$ cat config.mk
export PLATFORM = sky130hd
export DESIGN_NAME = imm_extend_pipe
export DESIGN_NICKNAME = d
export VERILOG_FILES = /design/src/rtl/imm_extend_pipe.sv
export SDC_FILE = /design/constraint.sdc
export NUM_CORES = 1
export LEC_CHECK = 0
export ABC_AREA = 1
export CAP_MARGIN = 20
export CORE_MARGIN = 5
export CORE_UTILIZATION = 51
export DETAILED_ROUTE_END_ITERATION = 10
export HOLD_SLACK_MARGIN = 0.15
export PLACE_DENSITY = 0.8
export SLEW_MARGIN = 20
export SYNTH_ARGS = -nofsm -noshare
export SYNTH_HDL_FRONTEND = slang
export SYNTH_SLANG_ARGS = --single-unit
$ cat constraint.sdc
create_clock -name clock -period 5.1 [get_ports clock]
set_input_delay 1.275 -clock clock [delete_from_list [all_inputs] [get_ports clock]]
set_output_delay 1.275 -clock clock [all_outputs]
set_load 0.005 [all_outputs]
$ cat src/rtl/imm_extend_pipe.sv
// Immediate-extension stage: widens a raw decode immediate into an ALU
// operand (sign, zero, shifted branch offset or upper form) and buffers the
// result, its overflow flag and a sideband tag in a small FIFO.
module imm_extend_pipe #(
    parameter int IN_W  = 17,
    parameter int OUT_W = 32,
    parameter int SHAMT = 2,
    parameter int DEPTH = 2,
    parameter int TAG_W = 5
) (
    input  logic                         clock,
    input  logic                         reset_n,
    input  logic                         flush,
    input  logic                         in_valid,
    output logic                         in_ready,
    input  logic [IN_W-1:0]              in_imm,
    input  logic [1:0]                   in_mode,
    input  logic [TAG_W-1:0]             in_tag,
    output logic                         out_valid,
    input  logic                         out_ready,
    output logic [OUT_W-1:0]             out_result,
    output logic                         out_ovf,
    output logic [TAG_W-1:0]             out_tag,
    output logic [$clog2(DEPTH+1)-1:0]   count
);

    localparam int CNT_W  = $clog2(DEPTH + 1);
    localparam int PTR_W  = $clog2(DEPTH);
    localparam int WIDE_W = OUT_W + SHAMT;
    localparam int UP_SH  = OUT_W - IN_W;

    localparam logic [CNT_W-1:0] DEPTH_C = CNT_W'(DEPTH);
    localparam logic [CNT_W-1:0] CNT_ONE = CNT_W'(1);
    localparam logic [PTR_W-1:0] PTR_ONE = PTR_W'(1);

    // Extension datapath
    logic [WIDE_W-1:0] w_wide;
    logic [WIDE_W-1:0] w_shl;
    logic [SHAMT:0]    w_top;
    logic [OUT_W-1:0]  w_res;
    logic              w_ovf;

    // FIFO state
    logic [OUT_W-1:0]  r_res [DEPTH];
    logic              r_ovf [DEPTH];
    logic [TAG_W-1:0]  r_tag [DEPTH];
    logic [PTR_W-1:0]  r_wptr;
    logic [PTR_W-1:0]  r_rptr;
    logic [CNT_W-1:0]  r_count;

    logic w_in_ready;
    logic w_out_valid;
    logic w_push;
    logic w_pop;

    // The immediate is sign-extended once to OUT_W+SHAMT bits; the branch
    // shift then keeps the bits that fall off the top so significance loss
    // can be detected.
    assign w_wide = WIDE_W'($signed(in_imm));
    assign w_shl  = w_wide << SHAMT;
    // Discarded bits plus the new result sign bit must all agree.
    assign w_top  = w_shl[WIDE_W-1:OUT_W-1];

    // Select the extended operand and its overflow flag by mode.
    always_comb begin
        w_res = {OUT_W{1'b0}};
        w_ovf = 1'b0;
        case (in_mode)
            2'b00: begin
                w_res = w_wide[OUT_W-1:0];
                w_ovf = 1'b0;
            end
            2'b01: begin
                w_res = OUT_W'(in_imm);
                w_ovf = 1'b0;
            end
            2'b10: begin
                w_res = w_shl[OUT_W-1:0];
                w_ovf = ~((&w_top) | ~(|w_top));
            end
            2'b11: begin
                w_res = OUT_W'(in_imm) << UP_SH;
                w_ovf = 1'b0;
            end
            default: begin
                w_res = {OUT_W{1'b0}};
                w_ovf = 1'b0;
            end
        endcase
    end

    // Handshake decode depends only on the registered occupancy, so in_ready
    // never sees out_ready combinationally.
    assign w_in_ready  = (r_count < DEPTH_C);
    assign w_out_valid = (r_count != {CNT_W{1'b0}});
    assign w_push      = in_valid & w_in_ready;
    assign w_pop       = w_out_valid & out_ready;

    // Pointer and occupancy update; reset beats flush, flush beats push/pop.
    always_ff @(posedge clock) begin
        if (!reset_n) begin
            r_wptr  <= {PTR_W{1'b0}};
            r_rptr  <= {PTR_W{1'b0}};
            r_count <= {CNT_W{1'b0}};
        end else if (flush) begin
            r_wptr  <= {PTR_W{1'b0}};
            r_rptr  <= {PTR_W{1'b0}};
            r_count <= {CNT_W{1'b0}};
        end else begin
            if (w_push) begin
                r_wptr <= r_wptr + PTR_ONE;
            end else begin
                r_wptr <= r_wptr;
            end
            if (w_pop) begin
                r_rptr <= r_rptr + PTR_ONE;
            end else begin
                r_rptr <= r_rptr;
            end
            case ({w_push, w_pop})
                2'b10:   r_count <= r_count + CNT_ONE;
                2'b01:   r_count <= r_count - CNT_ONE;
                default: r_count <= r_count;
            endcase
        end
    end

    // Entry storage; contents are don't-care while unoccupied because the
    // head is masked whenever the FIFO is empty.
    always_ff @(posedge clock) begin
        if (reset_n && !flush && w_push) begin
            r_res[r_wptr] <= w_res;
            r_ovf[r_wptr] <= w_ovf;
            r_tag[r_wptr] <= in_tag;
        end
    end

    assign in_ready   = w_in_ready;
    assign out_valid  = w_out_valid;
    assign count      = r_count;
    assign out_result = w_out_valid ? r_res[r_rptr] : {OUT_W{1'b0}};
    assign out_ovf    = w_out_valid ? r_ovf[r_rptr] : 1'b0;
    assign out_tag    = w_out_valid ? r_tag[r_rptr] : {TAG_W{1'b0}};

endmodule

==> results of run 1 <==
-- cells in the final DEF (no fill, tap or decap), drive strengths merged --
cell / n
buf: 4
a21oi: 40
o22ai: 13
inv: 29
ha: 1
o221ai: 1
nand4: 1
o211ai: 2
edfxtp: 74
o21ai: 13
clkbuf: 9
clkinv: 5
nand3: 3
nor2: 14
nor3: 1
conb: 1
clkinvlp: 2
clkdlybuf4s50: 69
dfxtp: 5
nand2: 89
-- power by group --
group          internal (uW)  switching [uW]
Clock                    176             227
Combinational           67.6            75.3
Sequential               726            3.87
Total                    970             306
-- critical path: stages, from the launching register on --
cell	delay, ns
dfxtp_1	0.37
nor2_2	0.62
buf_4	0.39
a21oi_1	0.10
clkdlybuf4s50_1	0.46
-- routing by layer --
layer / part of all wire [%] / vias up / GRT usage, %
met5: 0 / - / 0
met4: 2.2 / 0 / 7.550
met3: 7.8 / 16 / 3.610
met2: 47 / 109 / 28.16
met1: 43 / 1129 / 24.00
li1: - / 1176 / -
-- path summary, 6_finish.rpt --
kind	start	end	slack, ns
worst max-delay path	count[1]$_SDFFE_PP0P_	out_result[16]	1.54
worst min-delay path	r_wptr$_SDFFE_PP0P_	r_wptr$_SDFFE_PP0P_	0.47
worst max register to register	count[1]$_SDFFE_PP0P_	count[1]$_SDFFE_PP0P_	2.87
worst min register to register	r_wptr$_SDFFE_PP0P_	r_wptr$_SDFFE_PP0P_	0.47
-- metrics by stage --
stage | instance area (sq um) | util (%) | hold WS (ns) | instances | worst slack (ns)
floorplan | 3436 | - | 0.4381 | 304 | 0.5386
global placement | 4134 | 61.87 | 0.4548 | 439 | 1.766
detailed placement | 4134 | 61.87 | 0.4655 | 439 | 1.709
CTS | 4308 | 64.48 | 0.4768 | 455 | 1.514
global route | 4335 | 64.89 | 0.5324 | 456 | 1.382
finish | 4335 | 64.89 | 0.4695 | 456 | 1.536
-- sequential cells by signal, summed over array words and instances, names as in the netlist, named ones only --
| name | count |
|---|---|
| r_res | 64 |
| r_tag | 10 |
| count | 2 |
| r_rptr | 1 |
| r_wptr | 1 |
-- kinds of logic (layout without fill, tap and decap cells) --
logic type	count (synthesis)	count (layout)	share of synthesized area, %
AO/OA/AOI/OAI	69	69	12.60
adder cells (fa/ha/maj)	1	1	0.3641
buffers and inverters	46	118	7.028
flip-flops	79	79	67.59
other	1	1	0.1091
AND/OR/NAND/NOR	108	108	12.31
-- cell type report --
class / count / area, sq um / area share [%]
inverter: 29 / 111.4 / 2.569
sequential: 79 / 2322 / 53.56
clock inverter: 7 / 50.05 / 1.154
clock buffer: 9 / 123.9 / 2.857
multi-input combinational: 179 / 887.1 / 20.46
timing repair buffer: 73 / 740.7 / 17.09
tap: 80 / 100.1 / 2.309
==> run metrics, run 1 <==
reg2reg path depth 9; Hold Crit Class reg -> reg; Initial DRC Count 210; hold depth 2; largest cells by area after synthesis edfxtp_1, nand2_1, a21oi_1; Synth Cell Area 0.003436 sq mm; CTS max path bufs 2; Vias 2430; Die Wd 92.08 um; CTS tree built; ys flop type edfxtp_1; Power Dens Cells 294.3 mW/mm^2; Mapped Avg Cell Area 11.30 sq um; largest net degree at the start of global routing 38; final WL 7.433 mm; status complete, no violations; Synthesis Warnings 0; Mapped Nets 334; IO Count 71; # rows 30; Clk Latency, worst-skew pair 0.35 ns; CP arrival 2.29 ns; peak fanout along the critical path 23; Final Wtd Congestion 0.7698; initial antenna violation count 0; fillers 534; layout cells sized above 1 9.840%; mean routed wirelength per cell 16.30 um; Synth async-reset ratio 0%; LEAKAGE 0.001568 uW; WP data required 3.83 ns; Rel. slew slack 33.38%; post-CTS setup buffer count 0; core area 0.006681 sq mm; Worst Skew 0.008149 ns; PortBufs 69; Post-synth EDFFs 74; top cell type's share of synthesized area 64.68%; sequential area share after synthesis 67.59%; Worst Tran Pin Value 0.9962 ns; Post-CTS Hold Buffers 0; top cells by instance count after synthesis nand2_1, edfxtp_1, a21oi_1, inv_1, nor2_1; unrepaired setup endpoints after global routing false; most common cell in the netlist nand2_1; net count reported at finish 401; ANT nets after route 0; number of remaining DRC errors 0; antenna fix cells 0; Setup Viol. Count Final 0; element type at the critical path start flop; Inserted Clock Buffers 9; Setup Crit Path Kind reg -> out; Sink Count 79; Fin Setup TNS 0 ns; global-route wire length before repair 11.74 mm; Design Power 1276 uW; largest area contributor in the netlist edfxtp_1; Max Slew Vio Count 0; drt via density 5.329; Final Hold Viols 0; Worst Setup End Kind primary output; #FFs+latches synth 79; minimum clock period 3.564 ns; die footprint 0.008479 sq mm; total grt overflow 0; area delta synth->final 26.18%; Synth cell types 24; vias in the first global route 2383; Initial Util 51.42%; htree depth 3; CTS Root Buffer Type clkbuf_8; Period Utilization, post-route 69.88%; DR pass1 iterations 5; fmax 0.2806 GHz; Worst VDD drop 0.0001913 V; Total GRT Usage 17.83%; post_cts resized 0; Post-Synthesis Cells 304; post-DP HPWL 4.846 mm; die outline height 92.08 um; clock-pin slew on the worst setup and hold paths 0.08 ns; maxcap violations 0
No activity file was read; power rests on OpenSTA's default activity.
==> inputs of run 2 (changes only) <==
--- a/config.mk
+++ b/config.mk
@@ -8,10 +8,10 @@
 export ABC_AREA = 1
 export CAP_MARGIN = 20
 export CORE_MARGIN = 5
-export CORE_UTILIZATION = 51
+export CORE_UTILIZATION = 46
 export DETAILED_ROUTE_END_ITERATION = 10
 export HOLD_SLACK_MARGIN = 0.15
-export PLACE_DENSITY = 0.8
+export PLACE_DENSITY = 0.76
 export SLEW_MARGIN = 20
 export SYNTH_ARGS = -nofsm -noshare
 export SYNTH_HDL_FRONTEND = slang
==> constraint.sdc (replaced) <==
create_clock -name clock -period 3.05 [get_ports clock]
set_input_delay 0.7625 -clock clock [delete_from_list [all_inputs] [get_ports clock]]
set_output_delay 0.7625 -clock clock [all_outputs]
set_load 0.005 [all_outputs]
==> run metrics, run 2 (synthesized netlist as in run 1, its figures left out) <==
Sequential cell area 0.002322 sq mm; delay-heaviest family, CP buffers and inverters; Period Utilization, post-route 89.14%; Global Route met1 Usage 23.94%; crit path cell chain inv_2 > buf_4 > nand2_1 > a21oi_1 > clkdlybuf4s50_1; number of remaining DRC errors 0; Inserted Clock Buffers 9; minimum clock period 2.719 ns; total grt overflow 0; Biggest register r_res; Fin Setup TNS 0 ns; CTS tree built; WP buf/inv 3; Max Slew Vio Count 0; fmax 0.3678 GHz; CTS Root Buffer Type clkbuf_8; core area 0.007253 sq mm; ANT nets after route 0; Sink Count 79; PortBufs 69; htree depth 3; global-route wire length before repair 11.92 mm; maxcap violations 0; Setup Crit Path Kind reg -> out; Net Sw Power 501.3 uW; Comb pwr share 10.7%; hold depth 2; post_cts resized 0; Hold Startpoint r_wptr$_SDFFE_PP0P_; Worst path max stage delay 0.53 ns; Worst VDD drop 0.0002866 V; Vias 2426; peak fanout along the critical path 20; R2R setup slack 1.38 ns; FF-to-FF End count[1]$_SDFFE_PP0P_; initial antenna violation count 0; reg2reg path depth 9; die outline height 96.43 um; net count reported at finish 405; area delta synth->final 29.17%; # rows 31; clock-pin slew on the worst setup and hold paths 0.07 ns; Final Util 61.19%; status complete, no violations; CP arrival 1.96 ns; most common cell after layout, fill and taps aside nand2_1; Initial DRC Count 192; Power Dens Cells 515.1 mW/mm^2; mean routed wirelength per cell 15.99 um; die footprint 0.009298 sq mm; antenna fix cells 0; Die Wd 96.43 um; Hold Crit Class reg -> reg; Internal Pwr Total 1785 uW; Largest register FFs 64; commonest non-fill, non-tap cells in the layout nand2_1, edfxtp_1, clkdlybuf4s50_1, a21oi_1, inv_1; DR pass1 iterations 4; vias in the first global route 2377; fillers 592; met3 usage 4.028%; CTS max path bufs 2; post-DP HPWL 5.144 mm; final WL 7.659 mm; Initial Util 47.37%; post-CTS setup buffer count 0; Total GRT Usage 17.41%; Final Wtd Congestion 0.8422; Setup Viol. Count Final 0; busiest grt layer met2; hold worst-path end r_wptr$_SDFFE_PP0P_; Clk Latency, worst-skew pair 0.35 ns; Worst Setup End Kind primary output; WP data required 2.29 ns; Worst Skew 0.004590 ns; largest net degree at the start of global routing 38; switching share of total power 21.93%; met2 usage 26.97%; Multi-input gate area 893.4 sq um; LEAKAGE 0.001616 uW; unrepaired setup endpoints after global routing false; drt via density 5.065; element type at the critical path start flop; clock power share 35.9%; reg2reg start count[1]$_SDFFE_PP0P_; Post-CTS Hold Buffers 0; Flop pwr share 53.4%; layout cells sized above 1 11.05%; Final Hold Viols 0; CP max-delay cell clkdlybuf4s50_1; IO Count 71
-- run 2: changes by cell type in the layout (fill, tap and decap cells not counted), sizes merged --
| cell | change |
|---|---|
| buf | +4 |
| bufinv | +2 |
| clkinv | -1 |
| clkinvlp | -1 |
-- run 2: stage by stage --
stage / power (uW) / setup WS, ns / hold slack, ns / cell area (sq um) / cells
after floorplan: 1367 / -0.006067 / 0.4406 / 3441 / 304
after global placement: 1483 / 0.7090 / 0.4534 / 4227 / 463
after detailed placement: 1491 / 0.6635 / 0.4727 / 4227 / 463
after CTS: 2303 / 0.3027 / 0.4836 / 4438 / 479
after global routing: 2374 / 0.1899 / 0.5168 / 4438 / 479
final: 2286 / 0.3312 / 0.4821 / 4438 / 479
-- run 2: layer usage --
metal	vias up	wire, um	share of wire (%)
met4	0	82	1.1
li1	1181	-	-
met5	-	0	0
met2	77	3617	47
met1	1157	3382	44
met3	11	576	7.5
-- run 2: power by group through the flow --
stage	combinational [uW]	clock (uW)	sequential, uW
after floorplan	122	0	1240
after CTS	246	836	1220
after global placement	238	0	1240
after global routing	268	883	1220
after detailed placement	245	0	1250
final	244	820	1220
-- run 2: worst register-to-register path, stage by stage, from the launching register on --
cell and delay, ns:
dfxtp_1 0.37, nor2_2 0.16, buf_4 0.28, nor2_1 0.12
ha_1 0.31, inv_1 0.08, nand2_1 0.05, nor2_1 0.08
nor2_1 0.05, nor2_1 0.10
-- run 2: worst max-delay path by stage --
stage | cells after the start | slack [ns] | end | start
finish | 5 | 0.33 | out_result[17] | flop
global route | 5 | 0.19 | out_result[29] | flop
CTS | 5 | 0.30 | out_result[0] | flop
detailed placement | 6 | 0.66 | r_tag[1][0]$_DFFE_PP_ | reset_n
global placement | 6 | 0.71 | r_res[1][25]$_DFFE_PP_ | reset_n
floorplan | 4 | -0.006 | r_res[0][0]$_DFFE_PP_ | reset_n
-- run 2: layout make-up --
cell class | count | area share (%)
multi-input cells | 179 | 20.13
well taps | 99 | 2.791
inverters | 29 | 2.509
clock buffers | 9 | 2.791
repair buffers | 77 | 17.48
flip-flops and latches | 79 | 52.33
clock inverters | 7 | 1.973
